<file path="src/rtl/uart_pkg.sv">
// Shared definitions for the UART receive path: frame geometry and receiver FSM states.
package uart_pkg;

    localparam int UART_DATA_BITS        = 8;
    localparam int DEFAULT_TICKS_PER_BIT = 49;

    typedef enum logic [2:0] {
        IDLE  = 3'd0,
        START = 3'd1,
        DATA  = 3'd2,
        STOP  = 3'd3,
        DONE  = 3'd4,
        BREAK = 3'd5
    } uart_state_e;

endpackage

</file>
<file path="src/rtl/sync_ff.sv">
// Multi-flop synchronizer for asynchronous single-bit pins, with a configurable reset level.
module sync_ff #(
    parameter int   SYNC_STAGES = 2,
    parameter logic RESET_VALUE = 1'b1
) (
    input  logic clk_in,
    input  logic reset,
    input  logic din,
    output logic dout
);

    logic [SYNC_STAGES-1:0] chain_r;

    // Shift the pin through the chain; reset parks every stage at the idle level
    always_ff @(posedge clk_in) begin
        if (!reset) begin
            chain_r <= {SYNC_STAGES{RESET_VALUE}};
        end else begin
            chain_r <= {chain_r[SYNC_STAGES-2:0], din};
        end
    end

    assign dout = chain_r[SYNC_STAGES-1];

endmodule

</file>
<file path="src/rtl/uart_rx_framer.sv">
// 8N1 receiver: oversampled start detection, mid-bit data sampling, framing-error and break reporting.
module uart_rx_framer
    import uart_pkg::*;
#(
    parameter int TICKS_PER_BIT      = DEFAULT_TICKS_PER_BIT,
    parameter int TICKS_PER_BIT_SIZE = 6,
    parameter int SYNC_STAGES        = 2
) (
    input  logic                      clk_in,
    input  logic                      reset,
    input  logic                      i_enable,
    input  logic                      i_din,
    output logic [UART_DATA_BITS-1:0] o_rxdata,
    output logic                      o_recvdata,
    output logic                      o_busy,
    output logic                      o_frame_err,
    output logic                      o_break
);

    localparam logic [TICKS_PER_BIT_SIZE-1:0] TICK_ZERO = {TICKS_PER_BIT_SIZE{1'b0}};
    localparam logic [TICKS_PER_BIT_SIZE-1:0] TICK_ONE  = TICKS_PER_BIT_SIZE'(1);
    localparam logic [TICKS_PER_BIT_SIZE-1:0] HALF      = TICKS_PER_BIT_SIZE'(TICKS_PER_BIT >> 1);
    localparam logic [TICKS_PER_BIT_SIZE-1:0] LAST_TICK = TICKS_PER_BIT_SIZE'(TICKS_PER_BIT - 1);
    localparam logic [2:0]                    LAST_BIT  = 3'(UART_DATA_BITS - 1);
    localparam logic [UART_DATA_BITS-1:0]     BYTE_ZERO = {UART_DATA_BITS{1'b0}};

    logic                          line_s;
    logic                          prev_r;
    logic                          fall_s;

    uart_state_e                   state_r,     state_s;
    logic [TICKS_PER_BIT_SIZE-1:0] tick_r,      tick_s;
    logic [2:0]                    bit_idx_r,   bit_idx_s;
    logic [UART_DATA_BITS-1:0]     shift_r,     shift_s;
    logic [UART_DATA_BITS-1:0]     rxdata_r,    rxdata_s;
    logic                          recvdata_r,  recvdata_s;
    logic                          busy_r,      busy_s;
    logic                          frame_err_r, frame_err_s;
    logic                          break_r,     break_s;

    sync_ff #(
        .SYNC_STAGES (SYNC_STAGES),
        .RESET_VALUE (1'b1)
    ) u_din_sync (
        .clk_in (clk_in),
        .reset  (reset),
        .din    (i_din),
        .dout   (line_s)
    );

    assign fall_s = prev_r & ~line_s;

    // Next-state and next-output logic for the receive FSM
    always_comb begin
        state_s     = state_r;
        tick_s      = tick_r;
        bit_idx_s   = bit_idx_r;
        shift_s     = shift_r;
        rxdata_s    = rxdata_r;
        recvdata_s  = 1'b0;
        busy_s      = busy_r;
        frame_err_s = frame_err_r;
        break_s     = break_r;
        case (state_r)
            IDLE: begin
                tick_s = TICK_ZERO;
                if (fall_s && i_enable) begin
                    state_s     = START;
                    busy_s      = 1'b1;
                    frame_err_s = 1'b0;
                end else begin
                    busy_s = 1'b0;
                end
            end
            START: begin
                if (tick_r == HALF) begin
                    tick_s = TICK_ZERO;
                    if (!line_s) begin
                        state_s   = DATA;
                        bit_idx_s = 3'd0;
                    end else begin
                        state_s = IDLE;
                        busy_s  = 1'b0;
                    end
                end else begin
                    tick_s = tick_r + TICK_ONE;
                end
            end
            DATA: begin
                if (tick_r == LAST_TICK) begin
                    tick_s  = TICK_ZERO;
                    // LSB arrives first, so shifting in from the top leaves it at bit 0
                    shift_s = {line_s, shift_r[UART_DATA_BITS-1:1]};
                    if (bit_idx_r == LAST_BIT) begin
                        state_s = STOP;
                    end else begin
                        bit_idx_s = bit_idx_r + 3'd1;
                    end
                end else begin
                    tick_s = tick_r + TICK_ONE;
                end
            end
            STOP: begin
                if (tick_r == LAST_TICK) begin
                    tick_s = TICK_ZERO;
                    if (line_s) begin
                        rxdata_s   = shift_r;
                        recvdata_s = 1'b1;
                        state_s    = DONE;
                    end else if (shift_r != BYTE_ZERO) begin
                        frame_err_s = 1'b1;
                        state_s     = DONE;
                    end else begin
                        frame_err_s = 1'b1;
                        break_s     = 1'b1;
                        state_s     = BREAK;
                    end
                end else begin
                    tick_s = tick_r + TICK_ONE;
                end
            end
            DONE: begin
                tick_s  = TICK_ZERO;
                busy_s  = 1'b0;
                state_s = IDLE;
            end
            BREAK: begin
                tick_s = TICK_ZERO;
                if (line_s) begin
                    break_s = 1'b0;
                    busy_s  = 1'b0;
                    state_s = IDLE;
                end else begin
                    state_s = BREAK;
                end
            end
            default: begin
                tick_s  = TICK_ZERO;
                busy_s  = 1'b0;
                break_s = 1'b0;
                state_s = IDLE;
            end
        endcase
    end

    // State, counters and registered outputs
    always_ff @(posedge clk_in) begin
        if (!reset) begin
            state_r     <= IDLE;
            prev_r      <= 1'b1;
            tick_r      <= TICK_ZERO;
            bit_idx_r   <= 3'd0;
            shift_r     <= BYTE_ZERO;
            rxdata_r    <= BYTE_ZERO;
            recvdata_r  <= 1'b0;
            busy_r      <= 1'b0;
            frame_err_r <= 1'b0;
            break_r     <= 1'b0;
        end else begin
            state_r     <= state_s;
            prev_r      <= line_s;
            tick_r      <= tick_s;
            bit_idx_r   <= bit_idx_s;
            shift_r     <= shift_s;
            rxdata_r    <= rxdata_s;
            recvdata_r  <= recvdata_s;
            busy_r      <= busy_s;
            frame_err_r <= frame_err_s;
            break_r     <= break_s;
        end
    end

    assign o_rxdata    = rxdata_r;
    assign o_recvdata  = recvdata_r;
    assign o_busy      = busy_r;
    assign o_frame_err = frame_err_r;
    assign o_break     = break_r;

endmodule

</file>
<file path="config.mk">
export PLATFORM = sky130hd
export DESIGN_NAME = uart_rx_framer
export DESIGN_NICKNAME = d
export VERILOG_FILES = /design/src/rtl/uart_pkg.sv /design/src/rtl/sync_ff.sv /design/src/rtl/uart_rx_framer.sv
export SDC_FILE = /design/constraint.sdc
export NUM_CORES = 1
export LEC_CHECK = 0
export ABC_CLOCK_PERIOD_IN_PS = 1700
export BUFFER_PORTS_ARGS = -buffer_cell sky130_fd_sc_hd__buf_2
export CORE_ASPECT_RATIO = 2
export CORE_MARGIN = 5
export CORE_UTILIZATION = 51
export DETAILED_ROUTE_END_ITERATION = 10
export PLACE_DENSITY_LB_ADDON = 0.05
export REMOVE_ABC_BUFFERS = 1
export SLEW_MARGIN = 20
export SYNTH_ARGS = -nofsm -noshare
export SYNTH_HDL_FRONTEND = slang
export SYNTH_SLANG_ARGS = --single-unit
</file>
<file path="constraint.sdc">
create_clock -name clk_in -period 1.7 [get_ports clk_in]
set_input_delay 0.085 -clock clk_in [delete_from_list [all_inputs] [get_ports clk_in]]
set_output_delay 0.085 -clock clk_in [all_outputs]
set_load 0.01 [all_outputs]
</file>
==> key figures, run 1 <==
Routing
  • TritonRoute pass-1 iters: 4
  • Detailed Route Iter0 Violations: 26
  • # DRC: 0
  • WL per Instance: 14.7 µm
  • Drt total wl: 3230 µm
  • Vias per cell: 5.63
  • Antenna viol nets, final: 0
  • Via Count: 1234

Setup path
  • CP Class: flop to flop
  • Critical path cell sequence: ha_1 > ha_1 > nand2b_1 > o32a_1 > o21ai_0 > a21boi_0
  • Worst reg2reg setup slack: 0.1 ns
  • R2R Path End: bit_idx_r[0]
  • Startpoint types: flop
  • Worst-path maximum fanout: 3
  • Endpoint type of the worst setup path: flop
  • Worst reg2reg startpoint: bit_idx_r[0]
  • Crit-path most repeated cell: ha_1
  • Arr. time, crit path: approximately 1.8 ns
  • Slowest-stage cell, CP: o32a_1
  • Worst r2r path cells: 6
  • Slowest cell delay on critical path: 0.34 ns
  • WP data required: 1.86 ns

Logic synthesis
  • Synth Area per Inst: 9.68 µm²
  • Yosys warning count: 0
  • Yosys top cell area share: 0.441
  • Yosys top cell by area: dfxtp_1
  • Gate Count Post-Synth: 164
  • Main flop type after synthesis: dfxtp_1
  • Top cells by area, synth: dfxtp_1, mux2i_1, nor2b_1, ha_1, nor2_1
  • Post-synth cell types: 39
  • Commonest cells in the synthesized netlist: dfxtp_1, nor2b_1, mux2i_1
  • Count leader, synth: dfxtp_1
  • Cell Area, Synth: 1590 µm²
  • Synth Register Bits: 35
  • Ys async rst share: 0
  • Post-synth EDFFs: 0
  • Register area share after synthesis: 0.441

Power
  • Pwr per Cell Area: 777 nW/µm²
  • Peak supply drop: 0.000735 V
  • Tot Pwr: 1.44 mW
  • Leakage: 0.748 nW

GRT
  • First-pass GRT wire length: 5710 µm
  • GR Overflow Total: 0
  • Largest net degree at the start of global routing: 29
  • GRT Overall Usage: 0.167
  • Initial antenna violation count: 0
  • Number of global-route vias before repair: ~1300

Worst hold path
  • Type of the most critical hold path: input port to flop
  • Hold Crit Depth: 3
  • Hold Path End: state_r[1]
  • Hold Crit Start: reset

Die
  • Placeable Area: about 3000 µm²
  • Die area: 4400 µm²
  • # IOs: 16
  • Row count: 28
  • Die Y: 88.9 µm
  • Initial Utilization: 0.533
  • Die W: approximately 49 µm

Timing
  • Final hold viol count: 0
  • Fin crit share: 0.944
  • Setup Viol. Count Final: 0
  • Setup WS post-layout: around 0.096 ns
  • Worst slew pin tran: between 0.3 and 0.4 ns
  • Max Fclk: slightly above 600 MHz
  • Minimum clock period: between 1.5 and 2 ns
  • Clock skew: around 0.0042 ns
  • Worst slew margin: 0.734
  • Final Slew Violations: 0

Cells and area
  • Antenna Cells: 0
  • Register area: between 700 and 800 µm²
  • Number of fill cells: 282
  • Share of cells above drive strength 1: 0.196
  • Final-stage net count: just under 200
  • Multi-input combinational cell area: 861 µm²
  • Layout Area Growth over Synthesis: 16.4%

Placement
  • DP HPWL: between 2000 and 2500 µm
  • Worst slack at placement: 0.0186 ns
  • Final weighted congestion in routability-driven placement: 0.827
  • # port buffers: 15

Clock tree
  • CTS HTree Levels: 2
  • Worst-case clock buffer depth: 2
  • CTS Buf Count: 5
  • TritonCTS Sinks: 35
  • CTS tree: yes
  • Clock latency on the worst-skew pair: 0.28 ns
  • Root Driver: clkbuf_8
  • Clk slew on worst S/H paths: 0.06 ns
  • Setup bufs post-CTS: 0

Job
  • Maxcap violations: 0

Status
  • Status: finished clean
## flip-flops by register name, indices dropped and copies added (netlist names)
| name | count |
|---|---|
| o_recvdata | 1 |
| prev_r | 1 |
| o_busy | 1 |
| u_din_sync.chain_r | 2 |
| o_frame_err | 1 |
| o_rxdata | 8 |
| tick_r | 6 |
| o_break | 1 |
| state_r | 3 |
| shift_r | 8 |
| bit_idx_r | 3 |
## kinds of logic after synthesis
| kind of cell | synth area share |
|---|---|
| AO/OA/AOI/OAI | 0.107 |
| flip-flops | 0.441 |
| buffers and inverters | 0.0292 |
| AND/OR/NAND/NOR | 0.268 |
| XOR/XNOR | 0.0221 |
| adder cells (fa/ha/maj) | 0.0315 |
| multiplexers | 0.101 |
## through the flow
stage	hold slack, ns	area [µm²]	std cells	util	setup TNS, ns
final	0.123	1850	219	0.621	0
after global routing	0.155	1850	219	0.621	-0.0242
after floorplan	0.154	1560	157	-	0
after global placement	0.264	1730	210	0.582	0
after detailed placement	0.274	1730	210	0.582	0
after CTS	0.114	1820	219	0.613	0
## worst max-delay path by stage
stage	from	endpoint	slack [ns]	depth (start not counted)
CTS	tick_r[0]	o_rxdata[6]	0.006	7
global route	bit_idx_r[0]	bit_idx_r[0]	-0.01	7
global placement	tick_r[0]	o_rxdata[7]	0.04	7
finish	bit_idx_r[0]	bit_idx_r[0]	0.1	6
floorplan	tick_r[0]	o_rxdata[0]	0.07	6
detailed placement	tick_r[0]	o_rxdata[6]	0.02	7
## cells in the final DEF (no fill, tap or decap), types with 3 or more instances in the layout
cell type,synthesis,routed
dfxtp_1,35,35
nor2b_1,19,19
mux2i_1,16,16
buf_2,1,15
nor2_1,12,12
nand2_1,7,7
buf_4,0,7
nand2b_1,6,6
inv_1,5,5
clkbuf_8,0,5
a21oi_1,4,4
a31oi_1,4,4
nand3_1,4,4
ha_1,4,4
o21ai_0,4,3
a21boi_0,4,3
nand4_1,3,3
## power by group
group	total [mW]	internal [mW]	switching, mW
registers	0.827	0.824	0.00207
clock network	0.564	0.287	0.277
logic	0.0457	0.0219	0.0238
## metal layers
metal | GRT usage | wire, µm | vias to the layer above
met5 | 0 | 0 | -
met4 | 0.107 | 118 | 0
met3 | 0.0417 | 84 | 11
met2 | 0.317 | 1810 | 23
met1 | 0.154 | 1220 | 576
li1 | - | - | 624
## layout make-up
cell class | instances | area share
Multi-Input combinational cell | 117 | 0.466
Tap cell | 30 | 0.0203
Sequential cell | 35 | 0.379
Clock buffer | 7 | 0.0413
Timing Repair Buffer | 24 | 0.0806
Inverter | 5 | 0.0102
Clock inverter | 1 | 0.00271
## critical path, delay by kind of cell, from the launching register on
family                   cells  cell delay, ns
AO/OA/AOI/OAI                3            0.62
adder cells (fa/ha/maj)      2            0.36
flip-flops                   1            0.33
AND/OR/NAND/NOR              1            0.18
## timing repair
item	in CTS	in global routing
gates resized for setup	0	6
setup endpoints to repair	0	18
endpoints found under the hold margin	1	0
hold buffers	1	0
Note: power is estimated with default switching activity, not from simulation.
==> inputs of run 2 (changes only) <==
==> constraint.sdc (replaced) <==
create_clock -name clk_in -period 1.7 [get_ports clk_in]
set_input_delay 0.255 -clock clk_in [delete_from_list [all_inputs] [get_ports clk_in]]
set_output_delay 0.255 -clock clk_in [all_outputs]
set_load 0.01 [all_outputs]
==> run 2 against run 1 <==
Largest power group unchanged. Die area did not move. Routed wire length is 1.1% higher. Clock skew about the same. Sequential cell count is the same. Fmax down 2.3%. Largest cell class unchanged.
==> key figures, run 2 (synthesized netlist as in run 1, its figures left out) <==
Timing
  • Minimum clock period: 1.64 ns
  • Setup Viol. Count Final: 0
  • Unrepaired setup endpoints after global routing: no
  • Final Slew Violations: 0
  • Max Fclk: 609 MHz
  • Worst slew pin tran: 0.469 ns
  • Worst slew margin: 0.686
  • Fin crit share: 0.966
  • Setup TNS: 0 ns
  • Final hold viol count: 0
  • Clock skew: about 0.0043 ns

Routing
  • TritonRoute pass-1 iters: 5
  • Detailed Route Iter0 Violations: 25
  • Drt total wl: about 3300 µm
  • Vias per cell: 5.79
  • Via Count: about 1300
  • # DRC: 0
  • WL per Instance: 15.0 µm
  • Antenna viol nets, final: 0

Setup path
  • Arr. time, crit path: 1.81 ns
  • Worst-path maximum fanout: 3
  • Startpoint types: flop
  • Worst reg2reg setup slack: 0.06 ns
  • Endpoint type of the worst setup path: flop
  • WP data required: 1.86 ns
  • CP Class: flop to flop

Power
  • Peak supply drop: 0.000625 V
  • Leakage: 0.738 nW
  • Pwr per Cell Area: 779 nW/µm²

Clock tree
  • Post-CTS Hold Fix Bufs: 0
  • Root Driver: clkbuf_8
  • Clock latency on the worst-skew pair: 0.28 ns
  • TritonCTS Sinks: 35
  • CTS tree: yes
  • CTS Buf Count: 5
  • Worst-case clock buffer depth: 2
  • Cts repair resizes: 0
  • CTS HTree Levels: 2
  • Clk slew on worst S/H paths: ~0.070 ns
  • Setup bufs post-CTS: 0

Cells and area
  • Most frequent cells in the layout: dfxtp_1, nor2b_1, mux2i_1
  • Multi-input combinational cell area: roughly 860 µm²
  • Most common cell after layout, fill and taps aside: dfxtp_1
  • Layout Area Growth over Synthesis: 15.8%
  • Number of fill cells: 272
  • Register area: 701 µm²
  • Share of cells above drive strength 1: 0.202
  • Final-stage net count: 195
  • Post-layout util: 0.617
  • Layout Cells excl Fill: approximately 220
  • Antenna Cells: 0

Placement
  • DP HPWL: approximately 2500 µm
  • # port buffers: 15
  • Placed Cells incl. Taps: 210
  • Final weighted congestion in routability-driven placement: 0.853

GRT
  • Initial antenna violation count: 0
  • Largest net degree at the start of global routing: 29
  • Number of global-route vias before repair: 1315
  • GR Overflow Total: 0
  • GRT Overall Usage: 0.165
  • First-pass GRT wire length: 5660 µm

Die
  • Die area: 4400 µm²
  • Initial Utilization: 0.533
  • Die Y: between 80 and 90 µm
  • Die W: a little under 50 µm
  • Placeable Area: 2980 µm²
  • # IOs: 16
  • Row count: 28

Worst hold path
  • Type of the most critical hold path: input port to flop

Status
  • Status: finished clean

Job
  • Maxcap violations: 0
## run 2: metrics by stage
step / hold WS (ns) / power [mW] / setup WS [ns] / area [µm²]
2_1_floorplan: 0.324 / 0.868 / 0.0742 / 1560
3_3_place_gp: 0.391 / 0.888 / 0.0490 / 1730
3_5_place_dp: 0.397 / 0.889 / 0.0133 / 1730
4_1_cts: 0.146 / 1.45 / 0.00323 / 1810
5_1_grt: 0.137 / 1.50 / 0.00173 / 1840
6_report: 0.153 / 1.43 / 0.0575 / 1840
## run 2: report_power, final
part | switching [mW] | internal (mW)
sequential | 0.00224 | 0.824
combinational | 0.0239 | 0.0206
clock | 0.274 | 0.287
total | 0.301 | 1.13
## run 2: worst paths after layout
path                               from                    end  cells past startpoint
setup / recovery           bit_idx_r[0]           bit_idx_r[1]                      6
hold / removal                    i_din  u_din_sync.chain_r[0]                      2
setup reg to reg           bit_idx_r[0]           bit_idx_r[1]                      6
hold reg to reg   u_din_sync.chain_r[0]  u_din_sync.chain_r[1]                      1
## run 2: cell type report
cell class              instances  share of cell area
multi-input cells             117               0.468
flip-flops and latches         35               0.381
repair buffers                 23              0.0756
clock buffers                   7              0.0415
well taps                      30              0.0204
inverters                       5              0.0102
clock inverters                 1             0.00272
## run 2: layer usage
layer	wire [µm]	up-vias	global-route usage
li1	-	625	-
met1	1180	599	0.150
met2	1900	32	0.320
met3	122	7	0.0501
met4	64	0	0.0835
met5	0	-	0
## run 2: critical path, stage by stage (launching register included)
cell and delay, ns:
dfxtp_1 0.33, ha_1 0.20, ha_1 0.17, nand2b_1 0.19, o32a_1 0.35, o21ai_0 0.19
a21boi_0 0.10
==> inputs of run 3 (changes only) <==
--- a/config.mk
+++ b/config.mk
@@ -7,12 +7,13 @@
 export LEC_CHECK = 0
 export ABC_CLOCK_PERIOD_IN_PS = 1700
 export BUFFER_PORTS_ARGS = -buffer_cell sky130_fd_sc_hd__buf_2
-export CORE_ASPECT_RATIO = 2
+export CORE_ASPECT_RATIO = 0.9
 export CORE_MARGIN = 5
 export CORE_UTILIZATION = 51
 export DETAILED_ROUTE_END_ITERATION = 10
 export PLACE_DENSITY_LB_ADDON = 0.05
 export REMOVE_ABC_BUFFERS = 1
+export SETUP_SLACK_MARGIN = 0.1
 export SLEW_MARGIN = 20
 export SYNTH_ARGS = -nofsm -noshare
 export SYNTH_HDL_FRONTEND = slang
==> run 3 against run 2 <==
Register-to-register slack gained 0.08 ns. Count of clock-buffer cells in the layout is 2 lower. Die area fell by 1.5%. Power up 3.4%. Cell count grew 6.4%. Largest cell class unchanged. Critical path type unchanged.
==> key figures, run 3 (synthesized netlist as in run 1, its figures left out) <==
Status
  • Status: finished clean

Placement
  • # port buffers: 15
  • Placed Cells incl. Taps: 221
  • DP HPWL: about 2300 µm
  • Final weighted congestion in routability-driven placement: 0.830

Timing
  • Final Slew Violations: 0
  • Unrepaired setup endpoints after global routing: yes
  • Setup TNS: 0 ns
  • Worst slew pin tran: 0.359 ns
  • Setup Viol. Count Final: 0
  • Minimum clock period: 1.56 ns
  • Clock skew: 0.0117 ns
  • Fin crit share: 0.918
  • Worst slew margin: 0.758
  • Final hold viol count: 0
  • Max Fclk: 641 MHz

Cells and area
  • Most frequent cells in the layout: dfxtp_1, nor2b_1, mux2i_1, buf_2, nor2_1
  • Share of cells above drive strength 1: 0.289
  • Layout Cells excl Fill: about 230
  • Number of fill cells: 272
  • Post-layout util: 0.639
  • Final-stage net count: 197
  • Layout Area Growth over Synthesis: 21.4%
  • Most common cell after layout, fill and taps aside: dfxtp_1
  • Antenna Cells: 0

Clock tree
  • Worst-case clock buffer depth: 2
  • Post-CTS Hold Fix Bufs: 0
  • Clk slew on worst S/H paths: ~0.11 ns
  • Clock latency on the worst-skew pair: 0.35 ns
  • CTS Buf Count: 5
  • CTS tree: yes
  • Root Driver: clkbuf_4
  • CTS HTree Levels: 2
  • TritonCTS Sinks: 35

Die
  • Die area: approximately 4300 µm²
  • Placeable Area: 3020 µm²
  • Row count: 19
  • Die Y: 62.9 µm
  • Initial Utilization: 0.526
  • # IOs: 16
  • Die W: 68.8 µm

Power
  • Leakage: 0.760 nW
  • Pwr per Cell Area: 768 nW/µm²
  • Peak supply drop: about 0.0008 V
  • Tot Pwr: 1.48 mW

Routing
  • # DRC: 0
  • Vias per cell: 5.35
  • Antenna viol nets, final: 0
  • WL per Instance: 14.3 µm
  • Detailed Route Iter0 Violations: 67
  • Drt total wl: 3310 µm
  • Via Count: about 1200
  • TritonRoute pass-1 iters: 4

GRT
  • Initial antenna violation count: 0
  • First-pass GRT wire length: 5800 µm
  • GR Overflow Total: 0
  • Number of global-route vias before repair: between 1000 and 1500
  • Largest net degree at the start of global routing: 18
  • GRT Overall Usage: 0.176

Setup path
  • Endpoint type of the worst setup path: flop
  • WP data required: between 1.5 and 2 ns
  • Worst-path maximum fanout: 3
  • CP Class: flop to flop
  • Startpoint types: flop
  • Arr. time, crit path: 1.80 ns

Job
  • Maxcap violations: 0

Worst hold path
  • Type of the most critical hold path: input port to flop
-- run 3: final cells by class --
type,count,area (µm²),share of cell area
multi-input combinational,117,906,0.470
sequential,35,707,0.367
timing repair buffer,25,163,0.0844
tap,42,52.6,0.0273
clock inverter,3,43.8,0.0227
clock buffer,5,37.5,0.0195
inverter,5,18.8,0.00973
-- run 3: timing repair --
action	in CTS	in global routing
gates resized for setup	6	16
pin swaps	2	4
buffers inserted	0	3
setup endpoints to repair	16	20
-- run 3: stage by stage --
stage / setup slack [ns] / hold slack, ns / area (µm²)
6_report: 0.140 / 0.0876 / 1930
5_1_grt: 0.0525 / 0.102 / 1930
4_1_cts: 0.0864 / 0.0763 / 1860
3_5_place_dp: 0.0450 / 0.392 / 1750
3_3_place_gp: 0.133 / 0.392 / 1750
2_1_floorplan: 0.0742 / 0.324 / 1560
-- run 3: power by group --
group	switching [mW]	internal, mW
combinational	0.0240	0.0226
sequential	0.00285	0.824
clock	0.298	0.309
total	0.325	1.16
-- run 3: path summary, 6_finish.rpt --
kind,slack [ns],cells past startpoint,from,to
worst min-delay path,0.09,2,i_din,u_din_sync.chain_r[0]
worst min register to register,0.42,1,u_din_sync.chain_r[0],u_din_sync.chain_r[1]
worst max register to register,0.14,6,bit_idx_r[0],bit_idx_r[1]
worst max-delay path,0.14,6,bit_idx_r[0],bit_idx_r[1]
-- run 3: critical path, cell delays in order, from the launching register on --
cell      delay (ns)
dfxtp_2         0.35
ha_1            0.19
ha_2            0.17
nand2b_4        0.16
o32a_1          0.33
o21ai_0         0.16
a21boi_0        0.10
-- run 3: layer usage --
layer / GRT usage / up-vias / wire length [µm]
met5: 0 / - / 0
met4: 0.0827 / 0 / 38
met3: 0.0432 / 4 / 161
met2: 0.272 / 27 / 1550
met1: 0.227 / 584 / 1560
li1: - / 626 / -
